--- src/rtl/mdu_hilo_if.sv ---
// Handshake and result bundle between the execute stage and the HI/LO
// multiply/divide unit.
interface mdu_hilo_if #(
    parameter int WIDTH = 32
);
    logic             start;
    logic [1:0]       op;
    logic [WIDTH-1:0] a;
    logic [WIDTH-1:0] b;
    logic             mthi;
    logic             mtlo;
    logic [WIDTH-1:0] wdata;
    logic             busy;
    logic             done;
    logic [WIDTH-1:0] hi;
    logic [WIDTH-1:0] lo;

    modport master (
        output start, op, a, b, mthi, mtlo, wdata,
        input  busy, done, hi, lo
    );

    modport slave (
        input  start, op, a, b, mthi, mtlo, wdata,
        output busy, done, hi, lo
    );
endinterface

--- src/rtl/mdu_hilo.sv ---
// Iterative MULT/MULTU/DIV/DIVU unit with HI/LO registers.
// One iteration per clock on operand magnitudes, then sign fix-up.
module mdu_hilo #(
    parameter int WIDTH = 32
) (
    input logic       clk,
    input logic       reset,
    mdu_hilo_if.slave bus
);
    localparam int CW = $clog2(WIDTH + 1);

    typedef enum logic [1:0] {
        IDLE,
        CALC,
        FIX
    } state_t;

    state_t             state_q, state_d;
    logic [CW-1:0]      cnt_q, cnt_d;
    logic [2*WIDTH-1:0] acc_q, acc_d;
    logic [WIDTH-1:0]   dsr_q, dsr_d;
    logic               is_div_q, is_div_d;
    logic               neg_a_q, neg_a_d;
    logic               neg_b_q, neg_b_d;
    logic               dz_q, dz_d;
    logic               busy_q, busy_d;
    logic               done_q, done_d;
    logic [WIDTH-1:0]   hi_q, hi_d;
    logic [WIDTH-1:0]   lo_q, lo_d;

    logic               sgn_op;
    logic               a_neg;
    logic               b_neg;
    logic [WIDTH-1:0]   mag_a;
    logic [WIDTH-1:0]   mag_b;

    logic [WIDTH:0]     mul_sum;
    logic [2*WIDTH-1:0] mul_nxt;
    logic [WIDTH:0]     div_up;
    logic [WIDTH:0]     div_dif;
    logic               div_ge;
    logic [2*WIDTH-1:0] div_nxt;

    logic               diff_sgn;
    logic [2*WIDTH-1:0] prod_s;
    logic [WIDTH-1:0]   quo_s;
    logic [WIDTH-1:0]   rem_s;

    assign sgn_op = ~bus.op[0];
    assign a_neg  = sgn_op & bus.a[WIDTH-1];
    assign b_neg  = sgn_op & bus.b[WIDTH-1];
    assign mag_a  = a_neg ? -bus.a : bus.a;
    assign mag_b  = b_neg ? -bus.b : bus.b;

    // Multiply: acc = {partial, multiplier}, add then shift right.
    assign mul_sum = {1'b0, acc_q[2*WIDTH-1:WIDTH]}
                   + (acc_q[0] ? {1'b0, dsr_q} : '0);
    assign mul_nxt = {mul_sum, acc_q[WIDTH-1:1]};

    // Divide: acc = {remainder, quotient}, shift left then trial subtract.
    assign div_up  = acc_q[2*WIDTH-1:WIDTH-1];
    assign div_ge  = div_up >= {1'b0, dsr_q};
    assign div_dif = div_up - {1'b0, dsr_q};
    assign div_nxt = {div_ge ? div_dif[WIDTH-1:0] : div_up[WIDTH-1:0],
                      acc_q[WIDTH-2:0], div_ge};

    // A zero divisor yields all-ones quotient and rem=|a|, so hi=a after fix.
    assign diff_sgn = neg_a_q ^ neg_b_q;
    assign prod_s   = diff_sgn ? -acc_q : acc_q;
    assign quo_s    = dz_q ? '1
                    : diff_sgn ? -acc_q[WIDTH-1:0] : acc_q[WIDTH-1:0];
    assign rem_s    = neg_a_q ? -acc_q[2*WIDTH-1:WIDTH]
                              : acc_q[2*WIDTH-1:WIDTH];

    always_comb begin
        state_d  = state_q;
        cnt_d    = cnt_q;
        acc_d    = acc_q;
        dsr_d    = dsr_q;
        is_div_d = is_div_q;
        neg_a_d  = neg_a_q;
        neg_b_d  = neg_b_q;
        dz_d     = dz_q;
        busy_d   = busy_q;
        done_d   = 1'b0;
        hi_d     = hi_q;
        lo_d     = lo_q;
        unique case (state_q)
            IDLE: begin
                if (bus.start) begin
                    is_div_d = bus.op[1];
                    neg_a_d  = a_neg;
                    neg_b_d  = b_neg;
                    dz_d     = bus.op[1] & (bus.b == '0);
                    acc_d    = bus.op[1] ? {{WIDTH{1'b0}}, mag_a}
                                         : {{WIDTH{1'b0}}, mag_b};
                    dsr_d    = bus.op[1] ? mag_b : mag_a;
                    cnt_d    = '0;
                    busy_d   = 1'b1;
                    state_d  = CALC;
                end else begin
                    if (bus.mthi) hi_d = bus.wdata;
                    if (bus.mtlo) lo_d = bus.wdata;
                end
            end
            CALC: begin
                acc_d = is_div_q ? div_nxt : mul_nxt;
                cnt_d = cnt_q + 1'b1;
                if (cnt_q == CW'(WIDTH - 1)) state_d = FIX;
            end
            FIX: begin
                if (is_div_q) begin
                    hi_d = rem_s;
                    lo_d = quo_s;
                end else begin
                    hi_d = prod_s[2*WIDTH-1:WIDTH];
                    lo_d = prod_s[WIDTH-1:0];
                end
                done_d  = 1'b1;
                busy_d  = 1'b0;
                state_d = IDLE;
            end
            default: state_d = IDLE;
        endcase
    end

    always_ff @(posedge clk) begin
        if (!reset) begin
            state_q  <= IDLE;
            cnt_q    <= '0;
            acc_q    <= '0;
            dsr_q    <= '0;
            is_div_q <= 1'b0;
            neg_a_q  <= 1'b0;
            neg_b_q  <= 1'b0;
            dz_q     <= 1'b0;
            busy_q   <= 1'b0;
            done_q   <= 1'b0;
            hi_q     <= '0;
            lo_q     <= '0;
        end else begin
            state_q  <= state_d;
            cnt_q    <= cnt_d;
            acc_q    <= acc_d;
            dsr_q    <= dsr_d;
            is_div_q <= is_div_d;
            neg_a_q  <= neg_a_d;
            neg_b_q  <= neg_b_d;
            dz_q     <= dz_d;
            busy_q   <= busy_d;
            done_q   <= done_d;
            hi_q     <= hi_d;
            lo_q     <= lo_d;
        end
    end

    assign bus.busy = busy_q;
    assign bus.done = done_q;
    assign bus.hi   = hi_q;
    assign bus.lo   = lo_q;
endmodule

--- src/flat_wrapper.sv ---
// flat-port wrapper written by rule: the top's interface ports become plain ports
module mdu_hilo_flat 
#(
    parameter int WIDTH = 32
)
  (clk, reset, bus_start, bus_op, bus_a, bus_b, bus_mthi, bus_mtlo, bus_wdata, bus_busy, bus_done, bus_hi, bus_lo);
  mdu_hilo_if #(.WIDTH(WIDTH)) bus_i ();
  input logic clk;
  input logic reset;
  input wire logic [$bits(bus_i.start)-1:0] bus_start;
  input wire logic [$bits(bus_i.op)-1:0] bus_op;
  input wire logic [$bits(bus_i.a)-1:0] bus_a;
  input wire logic [$bits(bus_i.b)-1:0] bus_b;
  input wire logic [$bits(bus_i.mthi)-1:0] bus_mthi;
  input wire logic [$bits(bus_i.mtlo)-1:0] bus_mtlo;
  input wire logic [$bits(bus_i.wdata)-1:0] bus_wdata;
  output wire logic [$bits(bus_i.busy)-1:0] bus_busy;
  output wire logic [$bits(bus_i.done)-1:0] bus_done;
  output wire logic [$bits(bus_i.hi)-1:0] bus_hi;
  output wire logic [$bits(bus_i.lo)-1:0] bus_lo;
  assign bus_i.start = bus_start;
  assign bus_i.op = bus_op;
  assign bus_i.a = bus_a;
  assign bus_i.b = bus_b;
  assign bus_i.mthi = bus_mthi;
  assign bus_i.mtlo = bus_mtlo;
  assign bus_i.wdata = bus_wdata;
  assign bus_busy = bus_i.busy;
  assign bus_done = bus_i.done;
  assign bus_hi = bus_i.hi;
  assign bus_lo = bus_i.lo;
  mdu_hilo #(.WIDTH(WIDTH)) u_core (.clk(clk), .reset(reset), .bus(bus_i));
endmodule
--- config.mk ---
export PLATFORM = sky130hd
export DESIGN_NAME = mdu_hilo_flat
export DESIGN_NICKNAME = d
export VERILOG_FILES = /design/src/rtl/mdu_hilo_if.sv /design/src/rtl/mdu_hilo.sv /design/src/flat_wrapper.sv
export SDC_FILE = /design/constraint.sdc
export NUM_CORES = 1
export LEC_CHECK = 0
export ABC_AREA = 1
export CORE_ASPECT_RATIO = 0.8
export CORE_MARGIN = 2
export CORE_UTILIZATION = 47
export CTS_BUF_LIST = sky130_fd_sc_hd__clkbuf_4
export DETAILED_ROUTE_END_ITERATION = 8
export PLACE_DENSITY = 0.67
export SLEW_MARGIN = 25
export SYNTH_ARGS = -nofsm -noshare
export SYNTH_HDL_FRONTEND = slang
export SYNTH_SLANG_ARGS = --single-unit
--- constraint.sdc ---
create_clock -name clk -period 6.2 [get_ports clk]
set_input_delay 1.24 -clock clk [delete_from_list [all_inputs] [get_ports clk]]
set_output_delay 1.24 -clock clk [all_outputs]
set_load 0.005 [all_outputs]
==> impl_metrics.ini <==
[critical_path]
cp_max_fo = 43
path_class = reg -> reg
endpoint_kind = register
cp.arrival_ns = 4.39
worstPathRequired_ns = 6.75
startpoint_type = register

[synthesis]
synth-seq-cells = 174
yosysUniqueCellTypes = 52
synth_area_mm2 = 0.01802
synth_top_area_share = 0.2141
yosysMostFrequentCell = nand2_1
synth.avg_cell_area_um2 = 5.527
ys.warnings.count = 0
ys_seq_area_frac = 0.1933
ys_async_sr_fraction = 0
synth_enable_flop_cells = 0
synth_ff_type = dfxtp_1
yosys-top-cells-area = nand2_1 (21%), dfxtp_1 (19%), inv_1 (9.7%)
synthTopCellsByCount = nand2_1 (1028), inv_1 (468), nand3_1 (273)
synthCells = 3261
yosysTopAreaCell = nand2_1
syn_nets = 3435

[placed_design]
dp.cells = 3824
post-place-ws_ns = 2.169
io_buffers = 168
hpwlAfterDp_um = 63790
dpl_cell_area_mm2 = 0.02002
gp_congestion = 1.052

[routing]
first_pass_iters = 6
via_count = 22600
routed_wl_um = 80920
wl_per_cell_um = 20.97
drt-initial-drc-count = 3169
drtAntennaViolNets = 0
viasPerCell = 5.859
drc = 0

[sta]
slew_headroom = 0.2452
rsz0062_at_grt = no
clock_skew_ns = 0.04179
worstMarginPinSlew_ns = 1.120
period_minus_slack_ns = 3.840
fmax_mhz = 260.4
finalSetupTns_ns = 0
finalWorstSetupSlack_ns = 2.360
final_max_slew_viol_count = 0
min_period_over_period = 0.6194
hold_viol_final = 0
setup_violations = 0

[cts]
cts.clk_slew.worst_paths_ns = 0.17
clock_path_buffers = 2
ctsResizeCount = 0
clkLatencyLatePin_ns = 0.70
hold_buffers = 0
h-tree-depth = 4
clock_sinks = 174
clock-root-buffer = clkbuf_4
cts_tree = done
numCtsBuffers = 17
cts_setup_buffers = 0

[pwr]
power.total_mw = 4.307
power_density_mw_per_mm2 = 211.6
peakVddDrop_v = 0.0001343
p_leak_nw = 9.999

[global_route]
grt_pass1_vias = 20160
antenna_found_initial = 2
grt_max_degree = 71
grt_pass1_wl_um = 120700
grt_overflow_total = 0
grt.total_usage = 0.3986

[floorplanning]
coreArea_mm2 = 0.03804
die_y_um = 179.2
die_w_um = 223.0
io_pins = 169
row_count = 64
initial_utilization = 0.4739
die_area_mm2 = 0.03994

[layout]
drive_above_1_share = 0.03808
finalNetCount = 3522
fin_cells = 3858
design_area_mm2 = 0.02036
area_delta_synth_final_pct = 12.94

[status]
outcome = completed

[run]
maxCapViolCount = 0

[worst_hold_path]
hp-class = reg -> reg
-- per-layer routing --
metal | global-route usage | routed length, um | up-vias
met2 | 0.5889 | 32890 | 1335
met4 | 0.1415 | 2810 | 0
li1 | - | - | 10690
met5 | 0 | 0 | -
met1 | 0.5648 | 35520 | 10420
met3 | 0.08997 | 9698 | 159
-- report_power, final --
group | internal (mW) | total (mW) | switching (mW)
clock | 0.325 | 0.814 | 0.489
combinational | 0.674 | 2.13 | 1.46
sequential | 1.21 | 1.36 | 0.154
total | 2.21 | 4.31 | 2.10
-- worst paths after layout --
path              startpoint                end  slack, ns  cells past startpoint
min          u_core.cnt_q[5]    u_core.cnt_q[5]       0.48                      1
max           u_core.neg_a_q  u_core.bus.lo[10]       2.36                      8
min reg2reg  u_core.cnt_q[5]    u_core.cnt_q[5]       0.48                      1
max reg2reg   u_core.neg_a_q  u_core.bus.lo[10]       2.36                      8
-- cell families after synthesis --
logic type | after synthesis | synth area share
AND/OR/NAND/NOR | 1733 | 0.4089
flip-flops | 174 | 0.1933
XOR/XNOR | 81 | 0.03936
adder cells (fa/ha/maj) | 71 | 0.05012
buffers and inverters | 614 | 0.1304
AO/OA/AOI/OAI | 588 | 0.1780
-- sequential cells by signal, indices dropped and copies added, names as in the netlist --
signal and cells:
u_core.acc_q 64, u_core.dz_q 1, u_core.neg_b_q 1, u_core.cnt_q 6, u_core.bus.hi 32, u_core.neg_a_q 1
u_core.bus.done 1, u_core.dsr_q 32, u_core.bus.busy 1, u_core.is_div_q 1, u_core.bus.lo 32, u_core.state_q 2
-- final cells by class --
cell class                 instances  area (um^2)
fill                            4088        17680
multi-input combinational       2473        12210
sequential                       174         3487
timing repair buffer             192         1859
inverter                         490         1839
tap                              495        619.3
clock inverter                    15        206.4
clock buffer                      17        127.6
antenna                            2        5.005
-- worst max-delay path, stage by stage, from the launching register on --
cell and delay [ns]:
dfxtp_1 0.90, inv_2 0.39, nand2_1 0.17, nand2_2 0.07
inv_2 0.59, o21ai_0 0.41, xnor2_1 0.22, o21ai_0 0.79
a31oi_1 0.15
-- metrics by stage --
| stage | hold slack (ns) | util |
|---|---|---|
| final | 0.4817 | 0.5352 |
| after global routing | 0.5080 | 0.5351 |
| after CTS | 0.4775 | 0.5351 |
| after detailed placement | 0.4570 | 0.5263 |
| after global placement | 0.4619 | 0.5262 |
| after floorplan | 0.4371 | - |
-- cell usage in the layout (no fill, tap or decap), drive strengths merged, types with 8 or more instances in the layout --
cell type / netlist / routed
xnor2: 23 / 23
dfxtp: 174 / 174
nand2: 1044 / 1044
nor2: 270 / 270
nand3: 277 / 277
o21ai: 262 / 262
inv: 485 / 489
o211ai: 31 / 31
ha: 69 / 69
xor2: 58 / 58
clkdlybuf4s50: 0 / 167
nand4: 47 / 47
a31oi: 40 / 40
nor4: 8 / 8
buf: 32 / 25
nand3b: 25 / 25
clkbuf: 92 / 17
a22oi: 8 / 8
a21oi: 213 / 213
clkinv: 5 / 10
nor3: 46 / 46
and2: 8 / 8
Power figures use the tool's default switching activity.
